===== config.mk =====
export PLATFORM = sky130hd
export DESIGN_NAME = motor_update_ctrl
export DESIGN_NICKNAME = d
export VERILOG_FILES = /design/src/rtl/motor_update_ctrl.sv
export SDC_FILE = /design/constraint.sdc
export NUM_CORES = 1
export LEC_CHECK = 0
export ABC_AREA = 1
export CAP_MARGIN = 30
export CORE_MARGIN = 4
export CORE_UTILIZATION = 45
export DETAILED_ROUTE_END_ITERATION = 10
export PLACE_DENSITY = 0.77
export SETUP_SLACK_MARGIN = 0.02
export SYNTH_ARGS = -nofsm -noshare
export SYNTH_HDL_FRONTEND = slang
export SYNTH_SLANG_ARGS = --single-unit

===== constraint.sdc =====
create_clock -name i_clk -period 8.6 [get_ports i_clk]
set_clock_uncertainty 0.15 [all_clocks]
set_input_delay 2.58 -clock i_clk [delete_from_list [all_inputs] [get_ports i_clk]]
set_output_delay 2.58 -clock i_clk [all_outputs]
set_load 0.05 [all_outputs]

===== src/rtl/motor_update_ctrl.sv =====
// Command hold/clamp stage, per-tick motor pipeline and arm/failsafe FSM for a quad-X mixer.
// Optional macro MOTOR_UPDATE_CTRL_SLEW_LIMIT_EN limits per-tick motor change while armed.
module motor_update_ctrl #(
  parameter int THR_LIM    = 8191,
  parameter int AXIS_LIM   = 8191,
  parameter int MOTOR_IDLE = 1200,
  parameter int MOTOR_MAX  = 16000,
  parameter int RAMP_STEP  = 100,
  parameter int ARM_THR    = 200,
  parameter int STALE_MAX  = 8,
  parameter int SLEW_MAX   = 400
) (
  input  logic               i_clk,
  input  logic               i_rst,
  input  logic               i_cmd_valid,
  output logic               o_cmd_ready,
  input  logic signed [15:0] i_cmd_thr,
  input  logic signed [15:0] i_cmd_pitch,
  input  logic signed [15:0] i_cmd_roll,
  input  logic signed [15:0] i_cmd_yaw,
  input  logic               i_update_tick,
  input  logic               i_arm_req,
  input  logic               i_disarm_req,
  input  logic               i_failsafe_in,
  output logic signed [15:0] o_mix_thr,
  output logic signed [15:0] o_mix_pitch,
  output logic signed [15:0] o_mix_roll,
  output logic signed [15:0] o_mix_yaw,
  input  logic signed [15:0] i_mix_m1,
  input  logic signed [15:0] i_mix_m2,
  input  logic signed [15:0] i_mix_m3,
  input  logic signed [15:0] i_mix_m4,
  output logic signed [15:0] o_motor_cmd1,
  output logic signed [15:0] o_motor_cmd2,
  output logic signed [15:0] o_motor_cmd3,
  output logic signed [15:0] o_motor_cmd4,
  output logic               o_motor_valid,
  output logic [1:0]         o_state
);

  localparam int SW = $clog2(STALE_MAX + 1);
  localparam logic signed [15:0] LThrLim  = 16'(THR_LIM);
  localparam logic signed [15:0] LAxisLim = 16'(AXIS_LIM);
  localparam logic signed [15:0] LIdle    = 16'(MOTOR_IDLE);
  localparam logic signed [15:0] LMax     = 16'(MOTOR_MAX);
  localparam logic signed [15:0] LStep    = 16'(RAMP_STEP);
  localparam logic signed [15:0] LArmThr  = 16'(ARM_THR);
  localparam logic [SW-1:0]      LStale   = SW'(STALE_MAX);

  typedef enum logic [1:0] {
    StDisarmed = 2'd0,
    StArming   = 2'd1,
    StArmed    = 2'd2,
    StFailsafe = 2'd3
  } state_e;

  typedef enum logic [1:0] {OutZero, OutRamp, OutMix} out_e;

  function automatic logic signed [15:0] sat(input logic signed [15:0] v,
                                             input logic signed [15:0] lo,
                                             input logic signed [15:0] hi);
    if (v < lo) return lo;
    if (v > hi) return hi;
    return v;
  endfunction

  state_e                r_state, w_state_d;
  out_e                  r_mode, w_mode_d;
  logic signed [15:0]    r_ramp, w_ramp_d, r_ramp_out;
  logic [SW-1:0]         r_stale, w_stale_d;
  logic                  r_hold_full, r_p1_valid, r_motor_valid;
  logic signed [15:0]    r_thr, r_pitch, r_roll, r_yaw;
  logic signed [15:0]    r_clamp [4];
  logic signed [15:0]    r_motor [4];
  logic signed [15:0]    w_mix_m [4];
  logic signed [15:0]    w_motor_d [4];
  logic signed [15:0]    w_target [4];
  logic                  w_xfer, w_stale_hit;

  assign w_xfer      = i_cmd_valid && !r_hold_full;
  assign o_cmd_ready = !r_hold_full;
  assign w_mix_m[0]  = i_mix_m1;
  assign w_mix_m[1]  = i_mix_m2;
  assign w_mix_m[2]  = i_mix_m3;
  assign w_mix_m[3]  = i_mix_m4;

  // Stale counter: a tick that finds the hold register empty counts as a missed command.
  always_comb begin
    w_stale_d = r_stale;
    if (i_update_tick) begin
      if (r_hold_full)           w_stale_d = '0;
      else if (r_stale < LStale) w_stale_d = r_stale + SW'(1);
    end
    if (i_disarm_req) w_stale_d = '0;
  end

  assign w_stale_hit = (w_stale_d == LStale);

  always_comb begin
    w_state_d = r_state;
    w_ramp_d  = r_ramp;
    w_mode_d  = OutZero;
    if (r_state == StArmed)  w_mode_d = OutMix;
    if (r_state == StArming) w_mode_d = OutRamp;
    if (i_update_tick && r_state == StArming) begin
      w_ramp_d = (r_ramp >= LIdle - LStep) ? LIdle : r_ramp + LStep;
    end
    unique case (r_state)
      StDisarmed: begin
        if (i_arm_req && !i_failsafe_in && r_thr <= LArmThr) begin
          w_state_d = StArming;
          w_ramp_d  = '0;
        end
      end
      StArming: begin
        if (i_failsafe_in || w_stale_hit) w_state_d = StFailsafe;
        else if (w_ramp_d == LIdle)       w_state_d = StArmed;
      end
      StArmed: begin
        if (i_failsafe_in || w_stale_hit) w_state_d = StFailsafe;
      end
      StFailsafe: ;
    endcase
    if (i_disarm_req) w_state_d = StDisarmed;
  end

`ifdef MOTOR_UPDATE_CTRL_SLEW_LIMIT_EN
  localparam logic signed [15:0] LSlew = 16'(SLEW_MAX);
  logic signed [15:0] w_diff [4];

  always_comb begin
    for (int k = 0; k < 4; k++) begin
      // Both operands lie in [0, MOTOR_MAX], so a 16-bit difference cannot overflow.
      w_diff[k] = r_clamp[k] - r_motor[k];
      if (w_diff[k] > LSlew)       w_target[k] = r_motor[k] + LSlew;
      else if (w_diff[k] < -LSlew) w_target[k] = r_motor[k] - LSlew;
      else                         w_target[k] = r_clamp[k];
    end
  end
`else
  logic w_unused_slew;
  assign w_unused_slew = ^16'(SLEW_MAX);

  always_comb begin
    for (int k = 0; k < 4; k++) w_target[k] = r_clamp[k];
  end
`endif

  // Zeroing follows the live state so a disarm/failsafe overrides an in-flight sample.
  always_comb begin
    for (int k = 0; k < 4; k++) begin
      w_motor_d[k] = '0;
      if (r_state == StArming || r_state == StArmed) begin
        if (r_mode == OutRamp)     w_motor_d[k] = r_ramp_out;
        else if (r_mode == OutMix) w_motor_d[k] = w_target[k];
      end
    end
  end

  always_ff @(posedge i_clk or posedge i_rst) begin
    if (i_rst) begin
      r_state       <= StDisarmed;
      r_mode        <= OutZero;
      r_ramp        <= '0;
      r_ramp_out    <= '0;
      r_stale       <= '0;
      r_hold_full   <= 1'b0;
      r_thr         <= '0;
      r_pitch       <= '0;
      r_roll        <= '0;
      r_yaw         <= '0;
      r_p1_valid    <= 1'b0;
      r_motor_valid <= 1'b0;
      for (int k = 0; k < 4; k++) begin
        r_clamp[k] <= '0;
        r_motor[k] <= '0;
      end
    end else begin
      r_state     <= w_state_d;
      r_ramp      <= w_ramp_d;
      r_stale     <= w_stale_d;
      r_hold_full <= w_xfer || (r_hold_full && !i_update_tick);
      if (w_xfer) begin
        r_thr   <= sat(i_cmd_thr, '0, LThrLim);
        r_pitch <= sat(i_cmd_pitch, -LAxisLim, LAxisLim);
        r_roll  <= sat(i_cmd_roll, -LAxisLim, LAxisLim);
        r_yaw   <= sat(i_cmd_yaw, -LAxisLim, LAxisLim);
      end
      r_p1_valid <= i_update_tick;
      if (i_update_tick) begin
        r_mode     <= w_mode_d;
        r_ramp_out <= w_ramp_d;
        for (int k = 0; k < 4; k++) r_clamp[k] <= sat(w_mix_m[k], LIdle, LMax);
      end
      r_motor_valid <= r_p1_valid;
      if (r_p1_valid) begin
        for (int k = 0; k < 4; k++) r_motor[k] <= w_motor_d[k];
      end
    end
  end

  assign o_mix_thr     = r_thr;
  assign o_mix_pitch   = r_pitch;
  assign o_mix_roll    = r_roll;
  assign o_mix_yaw     = r_yaw;
  assign o_motor_cmd1  = r_motor[0];
  assign o_motor_cmd2  = r_motor[1];
  assign o_motor_cmd3  = r_motor[2];
  assign o_motor_cmd4  = r_motor[3];
  assign o_motor_valid = r_motor_valid;
  assign o_state       = r_state;

endmodule


; Yosys cells after proc, flatten, opt, wreduce, memory -nomap -nowiden
; Index checks and enable logic that the tools add are counted.
[classes]
muxes = 100
addsub = 2
order_cmp = 19
n_reduce_logical = 14
eq_ne = 9
[ops]
columns = op, n
row1 = $mux W16, 48
row2 = $gt A16 B14 Y1 const B, 4
row3 = $gt A16 B15 Y1 const B, 4
row4 = $lt A16 B12 Y1 const B, 4
row5 = $lt A16 B14 Y1 const B, 3
row6 = $mux W1, 40
row7 = $add A16 B8 Y16 const B, 1
row8 = $eq A16 B12 Y1 const B, 1
row9 = $ge A16 B12 Y1 const B, 1
row10 = $le A16 B9 Y1 const B, 1
row11 = $lt A16 B1 Y1 const B, 1
row12 = $mux W4, 4
row13 = $mux W2, 7
row14 = $pmux W2 S3, 1
row15 = $logic_and A1 B1 Y1, 5
row16 = $add A4 B1 Y4 const B, 1
row17 = $eq A2 B1 Y1 const B, 2
row18 = $eq A2 B2 Y1 const B, 2
row19 = $eq A4 B4 Y1 const B, 1
row20 = $lt A4 B4 Y1 const B, 1
row21 = $ne A4 B2 Y1 const B, 1
row22 = $reduce_and A4 Y1, 1
row23 = $reduce_bool A4 Y1, 1
row24 = $logic_not A1 Y1, 3
row25 = 4 further kinds, 6
[totals]
elab_cells = 164
register_bits = 235

; Depth between registers and ports, before layout
[logic_depth]
depth_word = 10
ltp_mapped = 17

; Least setup slack after synthesis
; Ideal clock, no wire load.
[synth_path]
path_kind = input -> register
start = input i_update_tick
end = register r_state[0], in the netlist o_state[0]
required_time_ns = 8.330
t_arrival_ns = 3.657
stages = 16
setup_ns = 0.120
setup_slack_ns = 4.674
path_cell_list = buf_6 nand3_4 nor2_4 nand2_2 nor2_1 nand2_1 nand2_1 inv_1 nand2_2 nand3_1 nor2_1 nand2_1 nand2_2 nand2_2 nand2_1 nand2_1
[synth_between]
elab_chain_len = 7
elab_cells_between_ends = 13
[synth_rtl]
columns = element, line
row1 = from (decl), 21  ; input logic i_update_tick,
row2 = $mux W4, 90  ; if (i_update_tick) begin
row3 = $mux W4, 94  ; if (i_disarm_req) w_stale_d = '0;
row4 = $eq A4 B4 Y1, 97  ; assign w_stale_hit = (w_stale_d == LStale);
row5 = $logic_or A1 B1 Y1, "116, 120"
row6 = $mux W2, 116  ; if (i_failsafe_in || w_stale_hit) w_state_d = StFailsafe;
row7 = $pmux W2 S3, 108  ; unique case (r_state)
row8 = $mux W2, 124  ; if (i_disarm_req) w_state_d = StDisarmed;
row9 = to (signal assigned), 162  ; r_state <= StDisarmed;
row10 = to (signal assigned), 179  ; r_state <= w_state_d;
row11 = to (decl), 67  ; state_e r_state, w_state_d;
; Parallel ways exist; a longest one is shown, timed or not.
; A chain may end at the register's enable or synchronous reset.

; Final worst setup path
[layout_path]
start = input i_cmd_valid
end = register r_yaw[6], in the netlist o_mix_yaw[6]
[layout_between]
elab_chain_len = 1
[layout_rtl]
columns = element, line
row1 = from (decl), 15  ; input logic i_cmd_valid,
row2 = $logic_and A1 B1 Y1, 80  ; assign w_xfer = i_cmd_valid && !r_hold_full;
row3 = to (signal assigned), 187  ; r_yaw <= sat(i_cmd_yaw, -LAxisLim, LAxisLim);
row4 = to (decl), 72  ; logic signed [15:0] r_thr, r_pitch, r_roll, r_yaw;
; Every way passes these cells.

==> flow_summary.yaml <==
status:
  status: "finished clean"
grt:
  grt_max_degree: 177
  grt-ovfl-total: 0
  grt_pass1_vias: 9667
  antenna_found_initial: 0
  grt_pass1_wl_um: 49890
  grtUsageTotal_pct: 23.43
worst_setup_path:
  crit_slowest_cell: "clkinv_1"
  r2r_slack_ns: 5.61
  crit_buf_inv: 4
  crit_path_end_kind: "flop"
  crit_chain: "clkdlybuf4s50_1 > nand2_1 > clkinv_1 > buf_4 > o21ai_0 > buf_2 > a21oi_1 > nor2_1"
  max_stage_delay_ns: 0.62
  critical_path_class: "in -> reg"
  crit_required_ns: 8.89
  crit_fanout: 36
  reg2reg_to: "o_mix_yaw[6]"
  r2r-start: "r_hold_full"
  ff2ff_path_depth: 8
  cp_top_family: "buffers and inverters"
  cp-startpoint: "i_cmd_valid"
  worstPathArrival_ns: 5.35
  cp-start-kind: "input pin"
  cp.depth: 8
  cp-endpoint: "o_mix_yaw[6]"
worst_hold_path:
  hold_path.class: "reg -> reg"
  min_path_cells: 2
pwr:
  ir_drop_mv: 0.1739
  p_sw_share_pct: 41.17
  p_int_w: 0.002633
  power.total_w: 0.004475
  seq_power_share_pct: 33.5
  p_leak_nw: 6.612
  clkPwrFrac_pct: 25.5
  net-switching-power_w: 0.001842
  comb_power_share_pct: 41.0
  powerDensity_nw_per_um2: 308.7
sta:
  setup_tns_ns: 0
  slew_headroom_pct: 32.61
  tightest_slew_ns: 1.000
  drv_slew: 0
  finalWorstPathRequiredPeriod_ns: 5.063
  rsz0062_at_grt: "false"
  fin_crit_sh_pct: 58.88
  hold_viol_final: 0
  setup_viol: 0
  worst_hold_slack_ns: 0.3246
  fmax_ghz: 0.1975
clock_tree:
  htreeDepth: 1
  numCtsBuffers: 25
  cts_tree: "built"
  path_clk_slew_ns: 0.06
  cts_hold_buffers: 0
  post-cts-setup-buffers: 0
  cts-root-buf: "clkbuf_16"
  cts_buffer_depth: 3
  cts_sinks: 234
  cts_resized: 0
  worst_skew_pair.late_latency_ns: 0.51
logic_synthesis:
  synth_xor_area_share_pct: 0.5750
  synth_top_area_share_pct: 54.92
  synthTopCellsByArea: "dfrtp_1, inv_1, nand2_1"
  synth-edff-count: 0
  async_flop_share_pct: 100.0
  ys_top_cells_by_count: "inv_1, dfrtp_1, nand2_1"
  syn_nets: 1430
  synth_compound_area_share_pct: 16.14
  synthMuxAreaShare_pct: 0.09389
  synthSimpleGateAreaFrac_pct: 15.64
  synth_ff_type: "dfrtp_1"
  synth_top_family_by_area: "compound AO/OA/AOI/OAI gates"
  synth_warnings: 0
  synthesis.instances: 1290
  synth_most_common_cell: "inv_1"
  synthesis.area_um2: 10660
  ys_types: 42
  synth_seq_area_share_pct: 54.92
  synthAdderAreaFrac_pct: 0.5868
  ys_ff_latch: 234
  yosysTopAreaCell: "dfrtp_1"
  synth.avg_cell_area_um2: 8.265
drt:
  vias_per_cell: 5.104
  firstDrtPassIters: 5
  wire_per_inst_um: 16.68
  dr_wl_met3_um: 2762
  vias: 9596
  routed_wl_um: 31370
  met2WireLength_um: 14800
  wl_met1_um: 12610
  drc: 0
  highest_layer: "met4"
  ant_nets: 0
  drtIter0Drc: 609
floorplanning:
  io_pins: 267
  die-height_um: 161.9
  core_area_um2: 23400
  rows: 56
  start_util_pct: 45.56
  die-area_um2: 26220
  dieWidth_um: 161.9
finish:
  syn2layout_area_growth_pct: 35.99
  drive_gt1_share_pct: 4.933
  fin_nets: 1685
  antennaDiodeCount: 0
  fillerInstances: 2052
placed_design:
  port_buffers: 265
  hpwl_um: 22560
  gp_congestion: 0.9099
flow_run:
  timing.max_cap.violations: 0
==> power by group through the flow <==
stage	Clock (W)	Combinational (W)	Sequential [W]
5_1_grt	0.00121	0.00197	0.00152
3_5_place_dp	0	0.00183	0.00151
4_1_cts	0.00116	0.00184	0.00150
3_3_place_gp	0	0.00179	0.00151
2_1_floorplan	0	0.000618	0.00205
6_report	0.00114	0.00184	0.00150
==> registers in the layout, summed over array words and instances, names as in the netlist <==
name	cells
o_motor_cmd2	16
o_mix_roll	16
r_mode	2
r_p1_valid	1
o_motor_cmd3	16
o_motor_cmd1	16
o_motor_cmd4	16
r_clamp	64
o_motor_valid	1
o_state	2
r_hold_full	1
o_mix_thr	15
o_mix_yaw	16
r_stale	4
r_ramp	16
o_mix_pitch	16
r_ramp_out	16
==> per-stage QoR <==
| stage | instance area (um^2) | worst slack [ns] | std cells | util [%] |
|---|---|---|---|---|
| after detailed placement | 13620 | 2.983 | 1836 | 58.19 |
| after global placement | 13580 | 3.145 | 1830 | 58.01 |
| after CTS | 14490 | 3.501 | 1879 | 61.93 |
| final | 14500 | 3.537 | 1880 | 61.95 |
| after floorplan | 10670 | 2.806 | 1290 | - |
| after global routing | 14500 | 3.251 | 1880 | 61.95 |
==> worst min-delay path: stages (launching register included) <==
cell	delay [ns]
dfrtp_1	0.31
inv_1	0.05
nor2_1	0.07
==> how the worst min path moves through the flow <==
stage                           to            from
detailed placement   r_ramp_out[7]   r_ramp_out[7]
floorplan            o_motor_valid      r_p1_valid
global placement       r_clamp[62]     r_clamp[62]
finish                 r_clamp[47]     r_clamp[47]
CTS                 r_ramp_out[14]  r_ramp_out[14]
global route           r_clamp[47]     r_clamp[47]
==> cell type report <==
class | instances | area (um^2) | share of cell area [%]
Clock buffer | 35 | 733.2 | 5.057
Clock inverter | 8 | 143.9 | 0.9924
Tap cell | 319 | 399.1 | 2.753
Multi-Input combinational cell | 719 | 3526 | 24.32
Timing Repair Buffer | 280 | 2766 | 19.08
Inverter | 285 | 1074 | 7.404
Sequential cell | 234 | 5857 | 40.40
==> routing by layer <==
metal | vias to the layer above | track usage (%)
met5 | - | 0
met4 | 0 | 8.304
met3 | 72 | 6.750
met2 | 368 | 38.96
met1 | 4536 | 29.41
li1 | 4620 | -
==> placed cells by master (no fill, tap or decap), types with 2 or more instances in the layout <==
master and n:
nor3_1 16, bufinv_16 4, clkinv_2 3, o21ai_0 121, o311ai_0 2, nand4_1 8, inv_1 279, o31ai_1 4
nand2_2 5, clkdlybuf4s50_1 264, xnor2_1 3, buf_4 9, buf_2 5, nand2_1 162, o211ai_1 2, ha_1 5
nor4_1 9, clkbuf_16 25, inv_2 4, o21ai_1 6, xor2_1 4, dfrtp_1 233, nor2_2 2, a22oi_1 12
clkbuf_1 3, o22ai_1 95, nand3_1 37, or2_2 3, a21oi_1 58, nor2_1 152, clkbuf_8 7
==> cells by family (layout without fill, tap and decap cells) <==
group,count (synthesis),count (layout)
compound gates,306,306
xor+xnor,7,7
fa+ha+maj,5,5
buf+inv,337,608
flops,234,234
mux,1,1
other cells,1,1
simple gates,399,399
Note: power is estimated with default switching activity, not from simulation.
